[config.mk]
export PLATFORM = sky130hd
export DESIGN_NAME = seg7_scan_capture
export DESIGN_NICKNAME = d
export VERILOG_FILES = /design/src/rtl/seg7_scan_capture.sv
export SDC_FILE = /design/constraint.sdc
export NUM_CORES = 1
export LEC_CHECK = 0
export ABC_CLOCK_PERIOD_IN_PS = 2120
export CORE_MARGIN = 2
export CORE_UTILIZATION = 45
export CTS_CLUSTER_SIZE = 28
export DETAILED_ROUTE_END_ITERATION = 8
export PLACE_DENSITY = 0.69
export RECOVER_POWER = 50
export REMOVE_ABC_BUFFERS = 1
export SETUP_SLACK_MARGIN = 0.15
export SLEW_MARGIN = 40
export SYNTH_ARGS = -nofsm -noshare
export SYNTH_HDL_FRONTEND = slang
export SYNTH_SLANG_ARGS = --single-unit
export TNS_END_PERCENT = 100
[constraint.sdc]
create_clock -name clk -period 2.12 [get_ports clk]
set_clock_uncertainty 0.2 [all_clocks]
set_input_delay 0.424 -clock clk [delete_from_list [all_inputs] [get_ports clk]]
set_output_delay 0.424 -clock clk [all_outputs]
set_load 0.02 [all_outputs]
[src/rtl/seg7_scan_capture.sv]
// seg7_scan_capture
// Receive end of the multiplexed 7-segment scan interface. It watches the
// active-low anode/cathode drive, locks to whatever digit rotation it sees,
// and rebuilds the four displayed characters once every digit has been
// captured.
//
// Parameters
//   SETTLE_CYCLES  : cycles a pattern must hold before capture (>= 1)
//   TIMEOUT_CYCLES : cycles without capture before stale is raised
// Ports
//   clk, rst        : clock, synchronous active-high reset
//   anodes[3:0]     : active-low digit enables (1110 = digit 3 ... 0111 = digit 0)
//   cathodes[6:0]   : active-low segments {a..g}, bit 6 = a
//   seg_raw[27:0]   : last complete frame {d3,d2,d1,d0}
//   digit_value     : hex decode per digit, digit 3 in [15:12]
//   digit_known     : digit matched a hex glyph
//   digit_blank     : digit was all segments off
//   frame_strobe    : one-cycle pulse when frame outputs update
//   frame_changed   : pulse with frame_strobe when seg_raw changed
//   stale           : no capture for TIMEOUT_CYCLES
//   glitch_count    : saturating count of illegal anode pattern entries
module seg7_scan_capture #(
  parameter int SETTLE_CYCLES  = 4,
  parameter int TIMEOUT_CYCLES = 200000
) (
  input  logic        clk,
  input  logic        rst,
  input  logic [3:0]  anodes,
  input  logic [6:0]  cathodes,
  output logic [27:0] seg_raw,
  output logic [15:0] digit_value,
  output logic [3:0]  digit_known,
  output logic [3:0]  digit_blank,
  output logic        frame_strobe,
  output logic        frame_changed,
  output logic        stale,
  output logic [7:0]  glitch_count
);

  localparam logic [1:0] ST_IDLE   = 2'd0;
  localparam logic [1:0] ST_SETTLE = 2'd1;
  localparam logic [1:0] ST_HELD   = 2'd2;

  localparam int SCW = $clog2(SETTLE_CYCLES + 1);
  localparam int TCW = $clog2(TIMEOUT_CYCLES + 1);
  localparam logic [SCW-1:0] SETTLE_MAX  = SCW'(SETTLE_CYCLES);
  localparam logic [SCW-1:0] SCNT_ONE    = SCW'(1);
  localparam logic [TCW-1:0] TIMEOUT_MAX = TCW'(TIMEOUT_CYCLES);
  localparam logic [TCW-1:0] TCNT_ONE    = TCW'(1);

  // Returns {known, blank, value[3:0]} for one received glyph.
  function automatic logic [5:0] decode_glyph(input logic [6:0] seg);
    logic [5:0] res;
    case (seg)
      7'b0000001: res = {2'b10, 4'h0};
      7'b1001111: res = {2'b10, 4'h1};
      7'b0010010: res = {2'b10, 4'h2};
      7'b0000110: res = {2'b10, 4'h3};
      7'b1001100: res = {2'b10, 4'h4};
      7'b0100100: res = {2'b10, 4'h5};
      7'b0100000: res = {2'b10, 4'h6};
      7'b0001111: res = {2'b10, 4'h7};
      7'b0000000: res = {2'b10, 4'h8};
      7'b0000100: res = {2'b10, 4'h9};
      7'b0001000: res = {2'b10, 4'hA};
      7'b1100000: res = {2'b10, 4'hB};
      7'b0110001: res = {2'b10, 4'hC};
      7'b1000010: res = {2'b10, 4'hD};
      7'b0110000: res = {2'b10, 4'hE};
      7'b0111000: res = {2'b10, 4'hF};
      7'b1111111: res = {2'b01, 4'h0};
      default:    res = {2'b00, 4'h0};
    endcase
    return res;
  endfunction

  logic [3:0]     anodes_r, prev_anodes_r;
  logic [6:0]     cathodes_r, prev_cathodes_r;
  logic [1:0]     state_r, state_nxt_s;
  logic [SCW-1:0] scnt_r, scnt_nxt_s, cnt_new_s;
  logic [TCW-1:0] tcnt_r, tcnt_nxt_s;
  logic [6:0]     shadow_r [4];
  logic [3:0]     seen_r, seen_set_s;
  logic [1:0]     digit_s;
  logic           single_s, dark_s, illegal_s;
  logic           same_anodes_s, same_pat_s;
  logic           go_s, capture_s, frame_done_s;
  logic [27:0]    frame_s;

  // Classify the registered anode pattern and pick the enabled digit.
  always_comb begin
    single_s = 1'b1;
    digit_s  = 2'd0;
    case (anodes_r)
      4'b1110: digit_s = 2'd3;
      4'b1101: digit_s = 2'd2;
      4'b1011: digit_s = 2'd1;
      4'b0111: digit_s = 2'd0;
      default: single_s = 1'b0;
    endcase
    dark_s        = (anodes_r == 4'b1111);
    illegal_s     = !single_s && !dark_s;
    same_anodes_s = (anodes_r == prev_anodes_r);
    same_pat_s    = same_anodes_s && (cathodes_r == prev_cathodes_r);
  end

  // Scan-lock FSM: decide whether the current pattern keeps settling,
  // restarts, or reaches capture.
  always_comb begin
    state_nxt_s = state_r;
    scnt_nxt_s  = scnt_r;
    cnt_new_s   = SCNT_ONE;
    go_s        = 1'b0;
    capture_s   = 1'b0;
    case (state_r)
      ST_IDLE: begin
        if (single_s) begin
          go_s = 1'b1;
        end else begin
          state_nxt_s = ST_IDLE;
        end
      end
      ST_SETTLE: begin
        if (same_pat_s) begin
          go_s      = 1'b1;
          cnt_new_s = scnt_r + SCNT_ONE;
        end else if (single_s) begin
          go_s = 1'b1;
        end else begin
          state_nxt_s = ST_IDLE;
        end
      end
      ST_HELD: begin
        // Cathode-only changes are deliberately ignored here.
        if (same_anodes_s) begin
          state_nxt_s = ST_HELD;
        end else if (single_s) begin
          go_s = 1'b1;
        end else begin
          state_nxt_s = ST_IDLE;
        end
      end
      default: state_nxt_s = ST_IDLE;
    endcase
    if (go_s) begin
      scnt_nxt_s = cnt_new_s;
      if (cnt_new_s >= SETTLE_MAX) begin
        capture_s   = 1'b1;
        state_nxt_s = ST_HELD;
      end else begin
        state_nxt_s = ST_SETTLE;
      end
    end else begin
      scnt_nxt_s = scnt_r;
    end
  end

  // Frame assembly and timeout bookkeeping.
  always_comb begin
    seen_set_s   = capture_s ? (4'b0001 << digit_s) : 4'b0000;
    frame_done_s = (seen_r == 4'b1111);
    frame_s      = {shadow_r[3], shadow_r[2], shadow_r[1], shadow_r[0]};
    if (capture_s) begin
      tcnt_nxt_s = '0;
    end else if (tcnt_r == TIMEOUT_MAX) begin
      tcnt_nxt_s = TIMEOUT_MAX;
    end else begin
      tcnt_nxt_s = tcnt_r + TCNT_ONE;
    end
  end

  // Input registers plus one-cycle history for stability comparison.
  always_ff @(posedge clk) begin
    if (rst) begin
      anodes_r        <= 4'b1111;
      cathodes_r      <= 7'b1111111;
      prev_anodes_r   <= 4'b1111;
      prev_cathodes_r <= 7'b1111111;
    end else begin
      anodes_r        <= anodes;
      cathodes_r      <= cathodes;
      prev_anodes_r   <= anodes_r;
      prev_cathodes_r <= cathodes_r;
    end
  end

  // FSM state, stability counter, shadow slots and seen mask.
  always_ff @(posedge clk) begin
    if (rst) begin
      state_r <= ST_IDLE;
      scnt_r  <= '0;
      seen_r  <= 4'b0000;
      for (int i = 0; i < 4; i++) shadow_r[i] <= 7'b1111111;
    end else begin
      state_r <= state_nxt_s;
      scnt_r  <= scnt_nxt_s;
      // A capture landing on the completion cycle starts the next frame.
      seen_r  <= frame_done_s ? seen_set_s : (seen_r | seen_set_s);
      if (capture_s) shadow_r[digit_s] <= cathodes_r;
    end
  end

  // Frame outputs, decode, timeout/stale and glitch counter.
  always_ff @(posedge clk) begin
    if (rst) begin
      seg_raw       <= 28'd0;
      digit_value   <= 16'd0;
      digit_known   <= 4'd0;
      digit_blank   <= 4'd0;
      frame_strobe  <= 1'b0;
      frame_changed <= 1'b0;
      stale         <= 1'b0;
      glitch_count  <= 8'd0;
      tcnt_r        <= '0;
    end else begin
      frame_strobe  <= frame_done_s;
      frame_changed <= frame_done_s && (frame_s != seg_raw);
      if (frame_done_s) begin
        seg_raw <= frame_s;
        for (int i = 0; i < 4; i++) begin
          {digit_known[i], digit_blank[i], digit_value[4*i +: 4]} <= decode_glyph(shadow_r[i]);
        end
      end
      tcnt_r <= tcnt_nxt_s;
      // Frame completion has priority over a coincident timeout.
      if (frame_done_s) begin
        stale <= 1'b0;
      end else if (tcnt_nxt_s == TIMEOUT_MAX) begin
        stale <= 1'b1;
      end
      // Count entries into an illegal pattern, not cycles spent in it.
      if (illegal_s && !same_anodes_s && (glitch_count != 8'hFF)) begin
        glitch_count <= glitch_count + 8'd1;
      end
    end
  end

endmodule

==> reports/metrics.yaml, run 1 <==
setup_path:
  worstSetupStartpointType: "register"
  critPathCaptureType: "register"
  critPathSlowestCell: "or3_4"
  rrSetupSlack_ns: -0.09
  r2r-end: "shadow_r[1][1]"
  critPathMaxFanout: 8
  crit_family: "simple AND/OR/NAND/NOR gates"
  crit_required_ns: 2.09
  r2r_start: "prev_anodes_r[3]"
  cp_slowest_stage_delay_ns: 0.39
  cp.arrival_ns: 2.18
  crit_start: "prev_anodes_r[3]"
  critPathKind: "reg2reg"
  path_cells: "xnor2_2 -> nand4_1 -> or3_4 -> nor4_4 -> buf_4 -> nand2_4 -> or2_1"
  r2r_cells: 7
  critPathBufInv: 1
outcome:
  violations: "setup timing"
  status: "finished, violations left"
detailed_routing:
  drtAntennaViolNets: 0
  first_pass_iters: 6
  avgRoutedWirePerCell_microns: 15.25
  via_per_inst: 5.489
  drtIter0Drc: 587
  vias: 6417
  drc: 0
  wirelength_microns: 17830
floorplan:
  die_area_sq_um: 16470
  rows: 45
  die_h_microns: 128.3
  core_sq_um: 15150
  die_x_microns: 128.3
  start_util_pct: 45.94
  io_pins: 76
logic_synthesis:
  yosysUniqueCellTypes: 63
  synth_edf_count: 28
  ys_seq_area_share_pct: 44.31
  ys_ff_latch: 140
  synth_cells: 820
  yosysWarnings: 0
  syn-cell-area_sq_um: 6958
  synthFlopType: "dfxtp_1"
  async_flop_share_pct: 0
  syn_area_per_cell_sq_um: 8.485
worst_hold_path:
  hp-start: "rst"
  min_path_type: "in2reg"
  worstHoldPathCells: 2
  whs_endpoint: "glitch_count[4]"
pwr:
  leakage_uw: 0.003861
  vdd_drop_max_uv: 520.1
  p_per_area_nw_per_um2: 643.9
layout:
  final_common_cell: "dfxtp_1"
  final_cell_mix: "dfxtp_1 (99), buf_4 (98), nand2_1 (92)"
  antenna_cells: 0
  nets: 985
  synthToLayoutAreaGrowth_pct: 37.13
  drive_above_1_share_pct: 26.30
  finalNonFillerCells: 1169
timing:
  worst_pin_slew_ns: 0.8617
  max_freq_mhz: 452.2
  slew_headroom_pct: 42.56
  timing.hold.ws_ns: 0.1470
  period_share_pct: 104.3
  finalMaxSlewViolations: 0
  rsz0062_at_grt: "true"
  setup_violations: 30
  hold_viol_final: 0
  post-route-min-period_ns: 2.212
  fin_ws_ns: -0.09163
placement:
  placedCellCount: 1099
  io_buffers: 75
  post-place-ws_ns: -0.1993
  gp_congestion: 0.8825
  dp_hpwl_microns: 11700
global_route:
  grtUsageMet3_pct: 3.992
  met1_usage_pct: 27.76
  grt_max_degree: 51
  grt.overflow.total: 0
  grt_pass1_vias: 5875
  grt_pass1_wl_microns: 28320
  grt_usage_pct: 21.34
  use_met2_pct: 36.17
  busiest_layer: "met2"
  antenna_found_initial: 0
clock_network:
  clkTransAtPathRegs_ns: 0.06
  clock_latency_ns: 0.42
  clock_path_buffers: 2
  htree_levels: 4
  clock-sinks: 140
  tritoncts: "yes"
  cts_hold_buf: 0
  cts_made_buffers: 17
  clk_root_buffer_cell: "clkbuf_16"
flow_run:
  maxCapViolCount: 0
[stage by stage]
| step | utilization, % | TNS [ns] | area (sq um) | power, uW |
|---|---|---|---|---|
| 2_1_floorplan | - | -28.60 | 6701 | 2935 |
| 3_3_place_gp | 54.83 | -6.176 | 8304 | 3065 |
| 3_5_place_dp | 54.83 | -6.167 | 8304 | 3068 |
| 4_1_cts | 59.86 | -0.8861 | 9066 | 6156 |
| 5_1_grt | 63.00 | -8.538 | 9542 | 6320 |
| 6_report | 63.00 | -1.388 | 9542 | 6144 |
[worst max path at each step]
stage / to / cells past startpoint
after floorplan: shadow_r[1][0] / 5
after global placement: shadow_r[0][0] / 6
after detailed placement: shadow_r[0][1] / 6
after CTS: shadow_r[1][1] / 7
after global routing: shadow_r[1][1] / 7
final: shadow_r[1][1] / 7
[registers in the layout, indices dropped and copies added (netlist names), 3 cells and up]
register	count
anodes_r	4
digit_blank	4
shadow_r	28
seg_raw	28
tcnt_r	18
prev_anodes_r	4
glitch_count	8
digit_value	16
seen_r	4
digit_known	4
cathodes_r	7
prev_cathodes_r	7
scnt_r	3
[where the power goes]
group | total (uW) | switching (uW) | leakage [uW] | internal (uW)
Sequential | 2770 | 27.1 | 0.00110 | 2750
Clock | 3100 | 1130 | 0.000314 | 1970
Combinational | 275 | 142 | 0.00245 | 132
Total | 6140 | 1300 | 0.00386 | 4850
[cells in the mapped netlist, drive strengths merged (4+ instances only)]
master	number	area (sq um)
dfxtp	112	2242
nand3b	4	30.03
mux2i	4	40.04
nand4	22	137.6
nand2b	12	75.07
or2	47	294.0
o22ai	5	31.28
and2	5	31.28
nor4	20	140.1
o21ai	19	95.09
a31oi	6	37.54
a21oi	54	270.3
a311oi	4	35.03
xnor2	41	359.1
clkbuf	47	176.4
nor3	40	200.2
and4b	4	40.04
nor2b	4	25.02
ha	4	50.05
nand2	98	372.9
nor3b	5	37.54
nand3	28	140.1
nor2	76	285.3
a211oi	10	75.07
and3	4	25.02
edfxtp	28	840.8
o21bai	6	45.04
or3	7	48.80
xor2	29	254.0
a21o	5	37.54
buf	16	80.08
inv	14	52.55
nor4b	4	35.03
[area by class of cell]
| type | instances | area, sq um |
|---|---|---|
| Fill cell | 1253 | 5604 |
| Multi-Input combinational cell | 603 | 3948 |
| Sequential cell | 140 | 3099 |
| Timing Repair Buffer | 192 | 1590 |
| Clock buffer | 21 | 480.5 |
| Tap cell | 188 | 235.2 |
| Clock inverter | 11 | 136.4 |
| Inverter | 14 | 52.55 |
[per-layer routing]
| layer | vias up | routed length, microns |
|---|---|---|
| met5 | - | 0 |
| met2 | 179 | 8546 |
| li1 | 3163 | - |
| met1 | 3044 | 8095 |
| met4 | 0 | 362 |
| met3 | 31 | 821 |
[logic make-up (layout without fill, tap and decap cells)]
family,after synthesis,after routing,synth area share [%]
and+or+nand+nor,389,389,28.74
DFF,140,140,44.31
AOI/OAI and AO/OA,133,133,11.94
buffers and inverters,77,238,4.442
xor gates and xnor gates,70,70,8.811
muxes,6,6,0.8991
adders and majority gates,5,5,0.8632
[timing repair]
item	4_1_cts	5_1_grt
resized for setup	110	65
setup endpoints to repair	140	107
gates cloned	0	0
setup buffers	7	31
pin swaps	16	34
(Power assumes the default switching activity.)
==> inputs of run 2 (changes only) <==
PLACE_DENSITY = not set   (was 0.69)
PLACE_DENSITY_LB_ADDON = 0.3   (was not set)
==> reports/metrics.yaml, run 2 (synthesized netlist as in run 1, its figures left out) <==
timing:
  rsz0062_at_grt: "true"
  post-route-min-period_ns: 2.236  # +0.02396 ns
  worst_pin_slew_ns: 0.9843  # +0.1227 ns
  period_share_pct: 105.5  # +1.1 points
  slew_headroom_pct: 34.38  # -8.2 points
  finalMaxSlewViolations: 0  # unchanged
  max_freq_mhz: 447.3  # -1.1%
  setup_violations: 56  # +87%
  fin_ws_ns: -0.1156  # -0.02396 ns
  hold_viol_final: 0  # unchanged
global_route:
  grt_max_degree: 59  # +16%
  antenna_found_initial: 0  # unchanged
  grt.overflow.total: 0  # unchanged
  grt_usage_pct: 21.31  # -0.028 points
  grt_pass1_vias: 5728  # -2.5%
  grt_pass1_wl_microns: 28260  # -0.22%
layout:
  synthToLayoutAreaGrowth_pct: 41.61
  nets: 1002  # +1.7%
  final_common_cell: "buf_4"
  design_area_sq_um: 9853  # +3.3%
  antenna_cells: 0  # unchanged
  reg_top3: "seg_raw x28, shadow_r x28, tcnt_r x18"
  final_cell_mix: "buf_4 (114), dfxtp_1 (98), nand2_1 (94)"
  drive_above_1_share_pct: 29.76  # +3.5 points
clock_network:
  clock-sinks: 140  # unchanged
  clkTransAtPathRegs_ns: 0.06  # about the same
  cts_hold_buf: 0  # unchanged
  clock_path_buffers: 2  # unchanged
  clk_root_buffer_cell: "clkbuf_16"
  htree_levels: 4  # unchanged
  tritoncts: "yes"
  clock_latency_ns: 0.42  # about the same
  cts_made_buffers: 17  # unchanged
setup_path:
  cp_slowest_stage_delay_ns: 0.44  # +0.05 ns
  crit_family: "simple AND/OR/NAND/NOR gates"
  cp.arrival_ns: 2.21  # +0.03 ns
  r2r_start: "prev_cathodes_r[4]"
  critPathBufInv: 1  # unchanged
  critPathSlowestCell: "or3_4"
  path_cells: "xnor2_1 -> nand4_1 -> or3_4 -> nor4_4 -> buf_4 -> nand2_4 -> or2_1"
  worstSetupStartpointType: "register"
  critPathKind: "reg2reg"
  critPathMaxFanout: 8  # unchanged
  critPathCaptureType: "register"
  crit_required_ns: 2.10  # about the same
  crit_start: "prev_cathodes_r[4]"
flow_run:
  maxCapViolCount: 0  # unchanged
outcome:
  status: "finished, violations left"
  violations: "setup timing"
worst_hold_path:
  hp-start: "rst"
  min_path_type: "in2reg"
floorplan:
  rows: 45  # unchanged
  die_h_microns: 128.3  # unchanged
  die_area_sq_um: 16470  # unchanged
  io_pins: 76  # unchanged
  core_sq_um: 15150  # unchanged
  start_util_pct: 45.94  # unchanged
  die_x_microns: 128.3  # unchanged
detailed_routing:
  wirelength_microns: 18740  # +5.1%
  drtIter0Drc: 558  # -4.9%
  avgRoutedWirePerCell_microns: 15.80  # +3.6%
  first_pass_iters: 6  # unchanged
  drc: 0  # unchanged
  via_per_inst: 5.476  # -0.24%
  vias: 6495  # +1.2%
  drtAntennaViolNets: 0  # unchanged
pwr:
  vdd_drop_max_uv: 588.4  # +13%
  p_per_area_nw_per_um2: 636.7  # -1.1%
  leakage_uw: 0.003966  # +2.7%
  power_uw: 6274  # +2.1%
placement:
  gp_congestion: 0.8775  # -0.57%
  dp_hpwl_microns: 11580  # -0.98%
  placed_cell_area_sq_um: 8319  # +0.18%
  io_buffers: 75  # unchanged
-- run 2: final cells by class --
cell class	instances	area [sq um]
inverter	14	52.55
fill	1222	5293
sequential	140	3100
clock buffer	18	439.2
multi-input combinational	603	4103
tap	188	235.2
clock inverter	14	193.9
timing repair buffer	209	1729
-- run 2: final timing paths --
| path | endpoint | slack, ns | cells past startpoint |
|---|---|---|---|
| setup / recovery | shadow_r[2][1] | -0.12 | 7 |
| hold reg to reg | seen_r[2] | 0.25 | 2 |
| setup reg to reg | shadow_r[2][1] | -0.12 | 7 |
| hold / removal | digit_blank[3] | 0.17 | 2 |
-- run 2: stage by stage --
stage	std cells	setup TNS [ns]	worst slack, ns	hold slack [ns]	util, %
after floorplan	757	-28.60	-0.5442	0.2269	-
after global placement	1101	-4.594	-0.1470	0.2375	54.93
after detailed placement	1101	-7.774	-0.1891	0.2435	54.93
after CTS	1144	-0.2103	-0.02641	0.1711	60.39
after global routing	1186	-7.188	-0.2016	0.1756	65.06
final	1186	-2.904	-0.1156	0.1719	65.06
-- run 2: report_power, final --
| group | total, uW | switching [uW] | leakage, uW | internal (uW) |
|---|---|---|---|---|
| Clock | 3180 | 1180 | 0.000283 | 2000 |
| Sequential | 2770 | 27.7 | 0.00110 | 2750 |
| Combinational | 323 | 163 | 0.00259 | 159 |
| Total | 6270 | 1370 | 0.00397 | 4900 |
-- run 2: timing repair --
item	in CTS	in global routing
endpoints found under the setup margin	136	97
gates resized for setup	109	101
pin swaps	23	42
buffers inserted	11	42
-- run 2: metal layers --
metal | up-vias | GRT usage [%] | wire [microns]
met5 | - | 0 | 0
met4 | 0 | 7.304 | 335
met3 | 28 | 4.366 | 885
met2 | 187 | 34.01 | 9206
met1 | 3086 | 28.93 | 8315
li1 | 3194 | - | -
==> inputs of run 3 (changes only) <==
CELL_PAD_IN_SITES_DETAIL_PLACEMENT = 1   (was not set)
CELL_PAD_IN_SITES_GLOBAL_PLACEMENT = 1   (was not set)
CORE_UTILIZATION = 39   (was 45)
SLEW_MARGIN = 20   (was 40)
==> reports/metrics.yaml, run 3 (synthesized netlist as in run 1, its figures left out) <==
global_route:
  grt_max_degree: 56  # -5.1%
  antenna_found_initial: 0  # unchanged
  grt.overflow.total: 0  # unchanged
  grt_usage_pct: 23.10  # +1.8 points
  grt_pass1_vias: 6863  # +20%
  grt_pass1_wl_microns: 34250  # +21%
timing:
  max_freq_mhz: 440.8  # -1.5%
  post-route-min-period_ns: 2.269  # +0.03319 ns
  fin_ws_ns: -0.1488  # -0.03319 ns
  worst_pin_slew_ns: 1.095  # +0.1105 ns
  timing.hold.ws_ns: 0.1092  # -0.06267 ns
  setup_violations: 61  # +8.9%
  hold_viol_final: 0  # unchanged
  rsz0062_at_grt: "true"
  period_share_pct: 107.0  # +1.6 points
  finalMaxSlewViolations: 0  # unchanged
  slew_headroom_pct: 27.01  # -7.4 points
floorplan:
  core_sq_um: 17360  # +15%
  die_h_microns: 137.6  # +7.2%
  start_util_pct: 40.09  # -5.9 points
  die_x_microns: 137.6  # +7.2%
  die_area_sq_um: 18930  # +15%
  rows: 48  # +6.7%
  io_pins: 76  # unchanged
detailed_routing:
  drtIter0Drc: 263  # -53%
  avgRoutedWirePerCell_microns: 18.96  # +20%
  via_per_inst: 5.482  # +0.11%
  first_pass_iters: 5  # -1
  drc: 0  # unchanged
  wirelength_microns: 23030  # +23%
  vias: 6661  # +2.6%
  drtAntennaViolNets: 0  # unchanged
setup_path:
  critPathMaxFanout: 8  # unchanged
  rrSetupSlack_ns: -0.15  # -0.03 ns
  critPathCaptureType: "register"
  r2r_cells: 7  # unchanged
  worstSetupStartpointType: "register"
  r2r-end: "shadow_r[2][3]"
  crit_required_ns: 2.10  # about the same
  crit_start: "cathodes_r[0]"
  r2r_start: "cathodes_r[0]"
  critPathKind: "reg2reg"
  cp.arrival_ns: 2.25  # +0.04 ns
  crit_end: "shadow_r[2][3]"
layout:
  drive_above_1_share_pct: 28.79  # -0.97 points
  design_area_sq_um: 9748  # -1.1%
  nets: 994  # -0.80%
  antenna_cells: 0  # unchanged
  final_common_cell: "buf_4"
  final_cell_mix: "buf_4 (105), dfxtp_1 (97), nand2_1 (92)"
  synthToLayoutAreaGrowth_pct: 40.10
  reg_top3: "seg_raw x28, shadow_r x28, tcnt_r x18"
pwr:
  p_int_uw: 4566  # -6.9%
  power.switching_uw: 1395  # +1.8%
  vdd_drop_max_uv: 577.4  # -1.9%
  leakage_uw: 0.003901  # -1.6%
  pwr-share-seq_pct: 46.5  # +2.3 points
  p_per_area_nw_per_um2: 611.5  # -4.0%
  power_uw: 5961  # -5.0%
  clockPowerShare_pct: 48.4  # -2.2 points
  p_sw_share_pct: 23.40  # +1.6 points
  combinationalPowerShare_pct: 5.1  # about the same
clock_network:
  clk_root_buffer_cell: "clkbuf_16"
  htree_levels: 4  # unchanged
  clock_path_buffers: 2  # unchanged
  clkTransAtPathRegs_ns: 0.06  # about the same
  cts_made_buffers: 17  # unchanged
  clock-sinks: 140  # unchanged
  clock_latency_ns: 0.43  # about the same
  tritoncts: "yes"
outcome:
  violations: "setup timing"
  status: "finished, violations left"
placement:
  gp_congestion: 0.8638  # -1.6%
  io_buffers: 75  # unchanged
  placed_cell_area_sq_um: 8323  # about the same
  post-place-ws_ns: -0.3641  # -0.1750 ns
  dp_hpwl_microns: 14400  # +24%
worst_hold_path:
  hp-start: "rst"
  min_path_type: "in2reg"
flow_run:
  maxCapViolCount: 0  # unchanged
==> run 3: changes by cell type in the layout (fill, tap and decap cells not counted), sizes merged <==
cell           delta
clkinvlp          -4
buf               -6
dlygate4sd2       +1
bufinv            -3
clkinv            +7
clkbuf            -2
clkdlybuf4s50     -1
==> run 3: how the worst min path moves through the flow <==
stage | slack [ns] | cells past startpoint | endpoint
floorplan | 0.23 | 2 | seen_r[2]
global placement | 0.24 | 2 | seen_r[2]
detailed placement | 0.25 | 2 | seen_r[1]
CTS | 0.09 | 2 | state_r[1]
global route | 0.11 | 2 | state_r[1]
finish | 0.11 | 2 | state_r[1]
==> run 3: layout make-up <==
type	count	area (sq um)
fill	1993	7609
multi-input combinational	603	4065
sequential	140	3102
timing repair buffer	201	1678
clock buffer	18	450.4
tap	225	281.5
clock inverter	14	118.9
inverter	14	52.55
==> run 3: critical path: stages, from the launching register on <==
cell     delay (ns)
dfxtp_1        0.36
xnor2_1        0.12
nand4_1        0.17
or3_4          0.43
nor4_4         0.20
buf_4          0.21
nand2_4        0.08
or2_4          0.25
==> run 3: what timing repair did <==
| action | CTS | global route |
|---|---|---|
| endpoints found under the setup margin | 155 | 99 |
| hold buffers | 0 | 0 |
| setup buffers | 18 | 31 |
| resized for setup | 127 | 81 |
| pin swaps | 20 | 34 |
==> run 3: routing by layer <==
layer / GRT usage [%] / share of wire, % / wire, microns / vias up
met2: 40.63 / 51 / 11820 / 164
li1: - / - / - / 3187
met3: 4.194 / 3.5 / 800 / 54
met4: 10.54 / 3.4 / 776 / 0
met1: 27.28 / 42 / 9634 / 3256
met5: 0 / 0 / 0 / -
==> run 3: metrics by stage <==
step | utilization (%) | cells | setup TNS (ns)
2_1_floorplan | - | 757 | -28.60
3_3_place_gp | 47.95 | 1134 | -4.955
4_1_cts | 53.06 | 1184 | -2.036
6_report | 56.16 | 1215 | -3.787
5_1_grt | 56.16 | 1215 | -10.93
3_5_place_dp | 47.95 | 1134 | -18.94
==> run 3: power by group through the flow <==
| stage | clock network, uW | logic, uW | registers [uW] |
|---|---|---|---|
| floorplan | 0 | 103 | 2830 |
| global placement | 0 | 241 | 2820 |
| detailed placement | 0 | 254 | 2820 |
| CTS | 2910 | 283 | 2770 |
| global route | 3040 | 329 | 2780 |
| finish | 2880 | 304 | 2770 |
